**config.mk**
```make
export PLATFORM = sky130hd
export DESIGN_NAME = alu_muldiv_seq
export DESIGN_NICKNAME = d
export VERILOG_FILES = /design/src/rtl/alu_muldiv_seq.sv
export SDC_FILE = /design/constraint.sdc
export NUM_CORES = 1
export LEC_CHECK = 0
export BUFFER_PORTS_ARGS = -buffer_cell sky130_fd_sc_hd__buf_2
export CAP_MARGIN = 25
export CORE_ASPECT_RATIO = 1.4
export CORE_MARGIN = 2
export CORE_UTILIZATION = 55
export CTS_CLUSTER_SIZE = 10
export DETAILED_ROUTE_END_ITERATION = 8
export HOLD_SLACK_MARGIN = 0.1
export PLACE_DENSITY = 0.81
export REMOVE_ABC_BUFFERS = 1
export SYNTH_ARGS = -nofsm -noshare
export SYNTH_HDL_FRONTEND = slang
export SYNTH_SLANG_ARGS = --single-unit
export TNS_END_PERCENT = 30
```
**constraint.sdc**
```tcl
create_clock -name clk -period 2.34 [get_ports clk]
set_input_delay 0.117 -clock clk [delete_from_list [all_inputs] [get_ports clk]]
set_output_delay 0.117 -clock clk [all_outputs]
set_load 0.05 [all_outputs]
```
**src/rtl/alu_muldiv_seq.sv**
```systemverilog
// alu_muldiv_seq: 32-bit unsigned MUL/MULHU/DIVU/REMU sequencer.
// It produces one result bit per cycle by driving the shared external ALU
// (one add or subtract per cycle) and keeps the shift/accumulate state locally.
module alu_muldiv_seq #(
    parameter bit DIVZ_FAST = 1'b1
) (
    input  logic        clk,
    input  logic        rst,
    input  logic        req_valid,
    output logic        req_ready,
    input  logic [1:0]  req_op,
    input  logic [31:0] req_a,
    input  logic [31:0] req_b,
    output logic        resp_valid,
    input  logic        resp_ready,
    output logic [31:0] resp_data,
    output logic        busy,
    output logic [31:0] alu_a,
    output logic [31:0] alu_b,
    output logic [3:0]  alu_op,
    input  logic [31:0] alu_result,
    input  logic        alu_cout
);

    localparam int unsigned W  = 32;
    localparam int unsigned CW = 6;

    localparam logic [3:0] ALU_ADD = 4'b0010;
    localparam logic [3:0] ALU_SUB = 4'b0110;

    typedef enum logic [1:0] {
        S_IDLE = 2'd0,
        S_RUN  = 2'd1,
        S_DONE = 2'd2
    } state_t;

    state_t          state, state_n;
    logic [1:0]      op_q, op_n;
    logic [CW-1:0]   cnt, cnt_n;
    // acc: hi (multiply) / rem (divide)
    // qr : lo (multiply) / quo (divide)
    // opnd: mcand (multiply) / dvsr (divide)
    logic [W-1:0]    acc, acc_n;
    logic [W-1:0]    qr, qr_n;
    logic [W-1:0]    opnd, opnd_n;
    logic            req_ready_n;
    logic            resp_valid_n;
    logic [W-1:0]    resp_data_n;
    logic            busy_n;

    logic [W-1:0]    shifted;
    logic            take;
    logic            is_div_q;
    logic            accept;
    logic            divz_req;

    assign is_div_q = op_q[1];
    assign shifted  = {acc[W-2:0], qr[W-1]};
    // A set rem[31] means the shifted remainder exceeds 32 bits, so it is
    // always at least the divisor even when the ALU reports a borrow.
    assign take     = acc[W-1] | alu_cout;
    assign accept   = req_valid & req_ready;
    assign divz_req = req_op[1] & (req_b == '0);

    // ALU drive: a function of registered state only, never of req_*.
    always_comb begin
        alu_a  = '0;
        alu_b  = '0;
        alu_op = ALU_ADD;
        if (state == S_RUN) begin
            if (is_div_q) begin
                alu_a  = shifted;
                alu_b  = opnd;
                alu_op = ALU_SUB;
            end else begin
                alu_a  = acc;
                alu_b  = opnd;
                alu_op = ALU_ADD;
            end
        end
    end

    // Next-state, datapath update and registered-output next values.
    always_comb begin
        state_n      = state;
        op_n         = op_q;
        cnt_n        = cnt;
        acc_n        = acc;
        qr_n         = qr;
        opnd_n       = opnd;
        resp_valid_n = resp_valid;
        resp_data_n  = resp_data;

        unique case (state)
            S_IDLE: begin
                if (accept) begin
                    op_n   = req_op;
                    cnt_n  = '0;
                    acc_n  = '0;
                    qr_n   = req_op[1] ? req_a : req_b;
                    opnd_n = req_op[1] ? req_b : req_a;
                    if (DIVZ_FAST && divz_req) begin
                        state_n      = S_DONE;
                        resp_valid_n = 1'b1;
                        resp_data_n  = req_op[0] ? req_a : '1;
                    end else begin
                        state_n = S_RUN;
                    end
                end
            end

            S_RUN: begin
                cnt_n = cnt + CW'(1);
                if (is_div_q) begin
                    acc_n = take ? alu_result : shifted;
                    qr_n  = {qr[W-2:0], take};
                end else if (qr[0]) begin
                    acc_n = {alu_cout, alu_result[W-1:1]};
                    qr_n  = {alu_result[0], qr[W-1:1]};
                end else begin
                    acc_n = {1'b0, acc[W-1:1]};
                    qr_n  = {acc[0], qr[W-1:1]};
                end
                if (cnt == CW'(W - 1)) begin
                    state_n      = S_DONE;
                    resp_valid_n = 1'b1;
                    // op[0] selects the high/remainder half in both families.
                    resp_data_n  = op_q[0] ? acc_n : qr_n;
                end
            end

            S_DONE: begin
                if (resp_ready) begin
                    state_n      = S_IDLE;
                    resp_valid_n = 1'b0;
                end
            end

            default: begin
                state_n      = S_IDLE;
                resp_valid_n = 1'b0;
            end
        endcase

        req_ready_n = (state_n == S_IDLE);
        busy_n      = (state_n != S_IDLE);
    end

    // State and datapath registers with synchronous reset.
    always_ff @(posedge clk) begin
        if (rst) begin
            state      <= S_IDLE;
            op_q       <= '0;
            cnt        <= '0;
            acc        <= '0;
            qr         <= '0;
            opnd       <= '0;
            req_ready  <= 1'b1;
            resp_valid <= 1'b0;
            resp_data  <= '0;
            busy       <= 1'b0;
        end else begin
            state      <= state_n;
            op_q       <= op_n;
            cnt        <= cnt_n;
            acc        <= acc_n;
            qr         <= qr_n;
            opnd       <= opnd_n;
            req_ready  <= req_ready_n;
            resp_valid <= resp_valid_n;
            resp_data  <= resp_data_n;
            busy       <= busy_n;
        end
    end

endmodule

```
==> results.sh <==
export IMPL_fp_dieH_um=154
export IMPL_path_delay_family="buffers and inverters"
export IMPL_nets=1332
export IMPL_reg2reg_slack_ns=0.24
export IMPL_syn_avg_cell_area_um2=8.60
export IMPL_min_path_type="input port to flop"
export IMPL_ir_drop_mv=0.463
export IMPL_crit_arrival_ns=2.61
export IMPL_reg2reg_depth=5
export IMPL_grt_max_degree=51
export IMPL_cts_path_max_buffers=2
export IMPL_drt_antenna_violating_nets=0
export IMPL_cts_buffers_inserted=17
export IMPL_cpMostUsedCell="buf_4"
export IMPL_clk_latency_ns=0.42
export IMPL_reg2reg_from="state[0]$_SDFF_PP0_"
export IMPL_skew_ns=0.0101
export IMPL_fin_ws_ns=0.0346
export IMPL_gp_congestion=0.892
export IMPL_slowest_delay_ns=0.54
export IMPL_drtIter0Drc=688
export IMPL_cp_required_ns=2.64
export IMPL_syn_to_final_growth_pct=25.2
export IMPL_fin_crit_ns=2.31
export IMPL_powerDensity_nw_per_um2=645
export IMPL_async_reset_ff_share_pct=0
export IMPL_antenna_found_initial=2
export IMPL_die_w_um=111
export IMPL_yosysSeqAreaShare_pct=32.0
export IMPL_drive_above_1_share_pct=24.1
export IMPL_grt_pass1_wl_mm=44.6
export IMPL_ios=206
export IMPL_synth_edf_count=0
export IMPL_overflow=0
export IMPL_track_usage_pct=32.4
export IMPL_synthCells=1026
export IMPL_setup_violations=0
export IMPL_crit_path_top_delay_cell="dlygate4sd3_1"
export IMPL_synthFlopType="dfxtp_1"
export IMPL_hpwl_mm=19.2
export IMPL_grt_pass1_vias=8669
export IMPL_critical_path_max_fanout=20
export IMPL_period_share_pct=98.5
export IMPL_startpoint="req_b[9]"
export IMPL_tritoncts="done"
export IMPL_worst_pin_slew_ns=0.870
export IMPL_crit_type="input port to flop"
export IMPL_critPathCaptureType="flop"
export IMPL_min_from="req_b[2]"
export IMPL_clk_pin_slew_worst_paths_ns=0.06
export IMPL_cp_endpoint="resp_data[2]$_SDFFE_PP0P_"
export IMPL_post_cts_buffers=0
export IMPL_p_leak_uw=0.00482
export IMPL_crit_buf_inv=4
export IMPL_yosysWarnings=0
export IMPL_status="complete, no violations"
export IMPL_syn_area_um2=8830
export IMPL_fp_row_count=54
export IMPL_via_per_inst=6.26
export IMPL_coreArea_um2=15700
export IMPL_cts_root_buffer="clkbuf_16"
export IMPL_hold_viol=0
export IMPL_worstReg2RegEnd="resp_data[2]$_SDFFE_PP0P_"
export IMPL_route_detailed_drc=0
export IMPL_drtPass1Iterations=7
export IMPL_max_slew_margin_pct=41.8
export IMPL_wl_per_cell_um=20.0
export IMPL_path_depth=9
export IMPL_yosys_register_bits=141
export IMPL_start_kind="input port"
export IMPL_num_vias=8995
export IMPL_clock_sinks=141
export IMPL_maxSlewViolCount=0
export IMPL_dp_slack_ns=0.207
export IMPL_grt_setup_unrepaired="yes"
export IMPL_start_util_pct=56.3
export IMPL_fp_dieArea_um2=17100
export IMPL_portBuffers=202
export IMPL_htree_levels=4
export IMPL_drv_cap=0
export IMPL_max_freq_mhz=434
export IMPL_tns_ns=0
export IMPL_hold_ws_ns=0.0959
export IMPL_fin_util_pct=70.5
export IMPL_synth_cell_types=49
export IMPL_drt_total_wl_mm=28.8
export IMPL_critical_path_cell_chain="dlygate4sd3_1 > buf_2 > nor4_1 > buf_4 > nand4_1 > nor3_2 > a21oi_4 > buf_4 > mux2_1"
## kinds of logic (layout without fill, tap and decap cells)
| kind of cell | count (synthesis) | after routing | share of synthesized area, % |
|---|---|---|---|
| adder cells (fa/ha/maj) | 1 | 1 | 0.142 |
| AO/OA/AOI/OAI | 244 | 244 | 19.3 |
| multiplexers | 222 | 222 | 26.3 |
| AND/OR/NAND/NOR | 310 | 310 | 16.2 |
| other | 2 | 4 | 0.0851 |
| flip-flops | 141 | 141 | 32.0 |
| buffers and inverters | 106 | 319 | 5.93 |
## area by class of cell
type	instances	area (µm²)
multi-input combinational	780	5500
clock buffer	26	519
fill	1213	4620
inverter	4	15.0
antenna	1	2.50
tap	196	245
clock inverter	5	78.8
sequential	141	2830
timing repair buffer	284	1860
## sequential cells by signal, summed over array words and instances, names as in the netlist
| signal | cells |
|---|---|
| qr | 32 |
| state | 2 |
| opnd | 32 |
| req_ready | 1 |
| cnt | 6 |
| resp_data | 32 |
| busy | 1 |
| op_q | 2 |
| resp_valid | 1 |
| acc | 32 |
## worst register-to-register path, cell delays in order, from the launching register on
cell	delay, ns
dfxtp_1	0.56
nand2b_4	0.24
nand2_4	0.38
o2bb2ai_1	0.17
a2111oi_0	0.48
mux2_1	0.21
## synth_stat cells (30+ instances only)
cell | n | area, µm²
dfxtp_1 | 141 | 2820
mux2_1 | 41 | 462
clkbuf_1 | 44 | 165
mux2i_1 | 158 | 1580
a211oi_1 | 66 | 495
and2_1 | 32 | 200
buf_2 | 31 | 155
a21oi_1 | 62 | 310
o2bb2ai_1 | 30 | 263
nor2b_1 | 33 | 206
a2111oi_0 | 30 | 263
nor2_1 | 205 | 769
## how the worst min path moves through the flow
stage,endpoint,cells after the start
detailed placement,op_q[0]$_SDFFE_PP0P_,3
global placement,op_q[0]$_SDFFE_PP0P_,3
CTS,opnd[12]$_SDFFE_PP0P_,3
finish,opnd[2]$_SDFFE_PP0P_,3
global route,opnd[18]$_SDFFE_PP0P_,3
floorplan,acc[31]$_SDFFE_PP0P_,1
## cells in the final DEF (no fill, tap or decap), types with 4 or more instances in the layout
master	synthesis	routed
mux2i_1	158	158
o2bb2ai_1	30	30
dlygate4sd3_1	0	48
a2111oi_0	30	30
and2_1	32	32
dfxtp_1	141	140
mux2_2	17	17
nor4_1	6	6
mux2_1	41	41
nor2_1	205	204
buf_2	31	200
o22ai_1	21	21
mux2_4	6	6
a21oi_1	62	62
a22oi_1	11	11
o21ai_0	9	9
buf_12	0	8
nand2_1	12	12
clkbuf_8	0	7
nor2b_1	33	32
clkbuf_16	0	17
a211oi_1	66	66
buf_4	11	26
nand4_1	4	4
## report_power, final
part           total [µW]  switching, µW  leakage [µW]  internal, µW
logic                1680           1030       0.00337           651
clock network        2760           1020      0.000296          1740
registers            2680            134       0.00115          2550
## repair_timing
action,in CTS,in global routing
hold buffers,48,0
hold endpoints to repair,28,0
endpoints found under the setup margin,9,24
resized for setup,1,2
## routing by layer
metal  global-route usage (%)  share of wire (%)  up-vias
met5                        0                  0        -
met2                     56.0                 50      463
met4                     18.3                5.0        0
li1                         -                  -     4135
met1                     37.7                 38     4291
met3                     5.79                7.3      106
## through the flow
stage / power, µW / area [µm²] / instances
floorplan: 3700 / 8320 / 925
global placement: 4250 / 9960 / 1357
CTS: 7080 / 11000 / 1436
detailed placement: 4280 / 9960 / 1357
global route: 7370 / 11100 / 1437
finish: 7130 / 11100 / 1437
No activity file was read; power rests on OpenSTA's default activity.
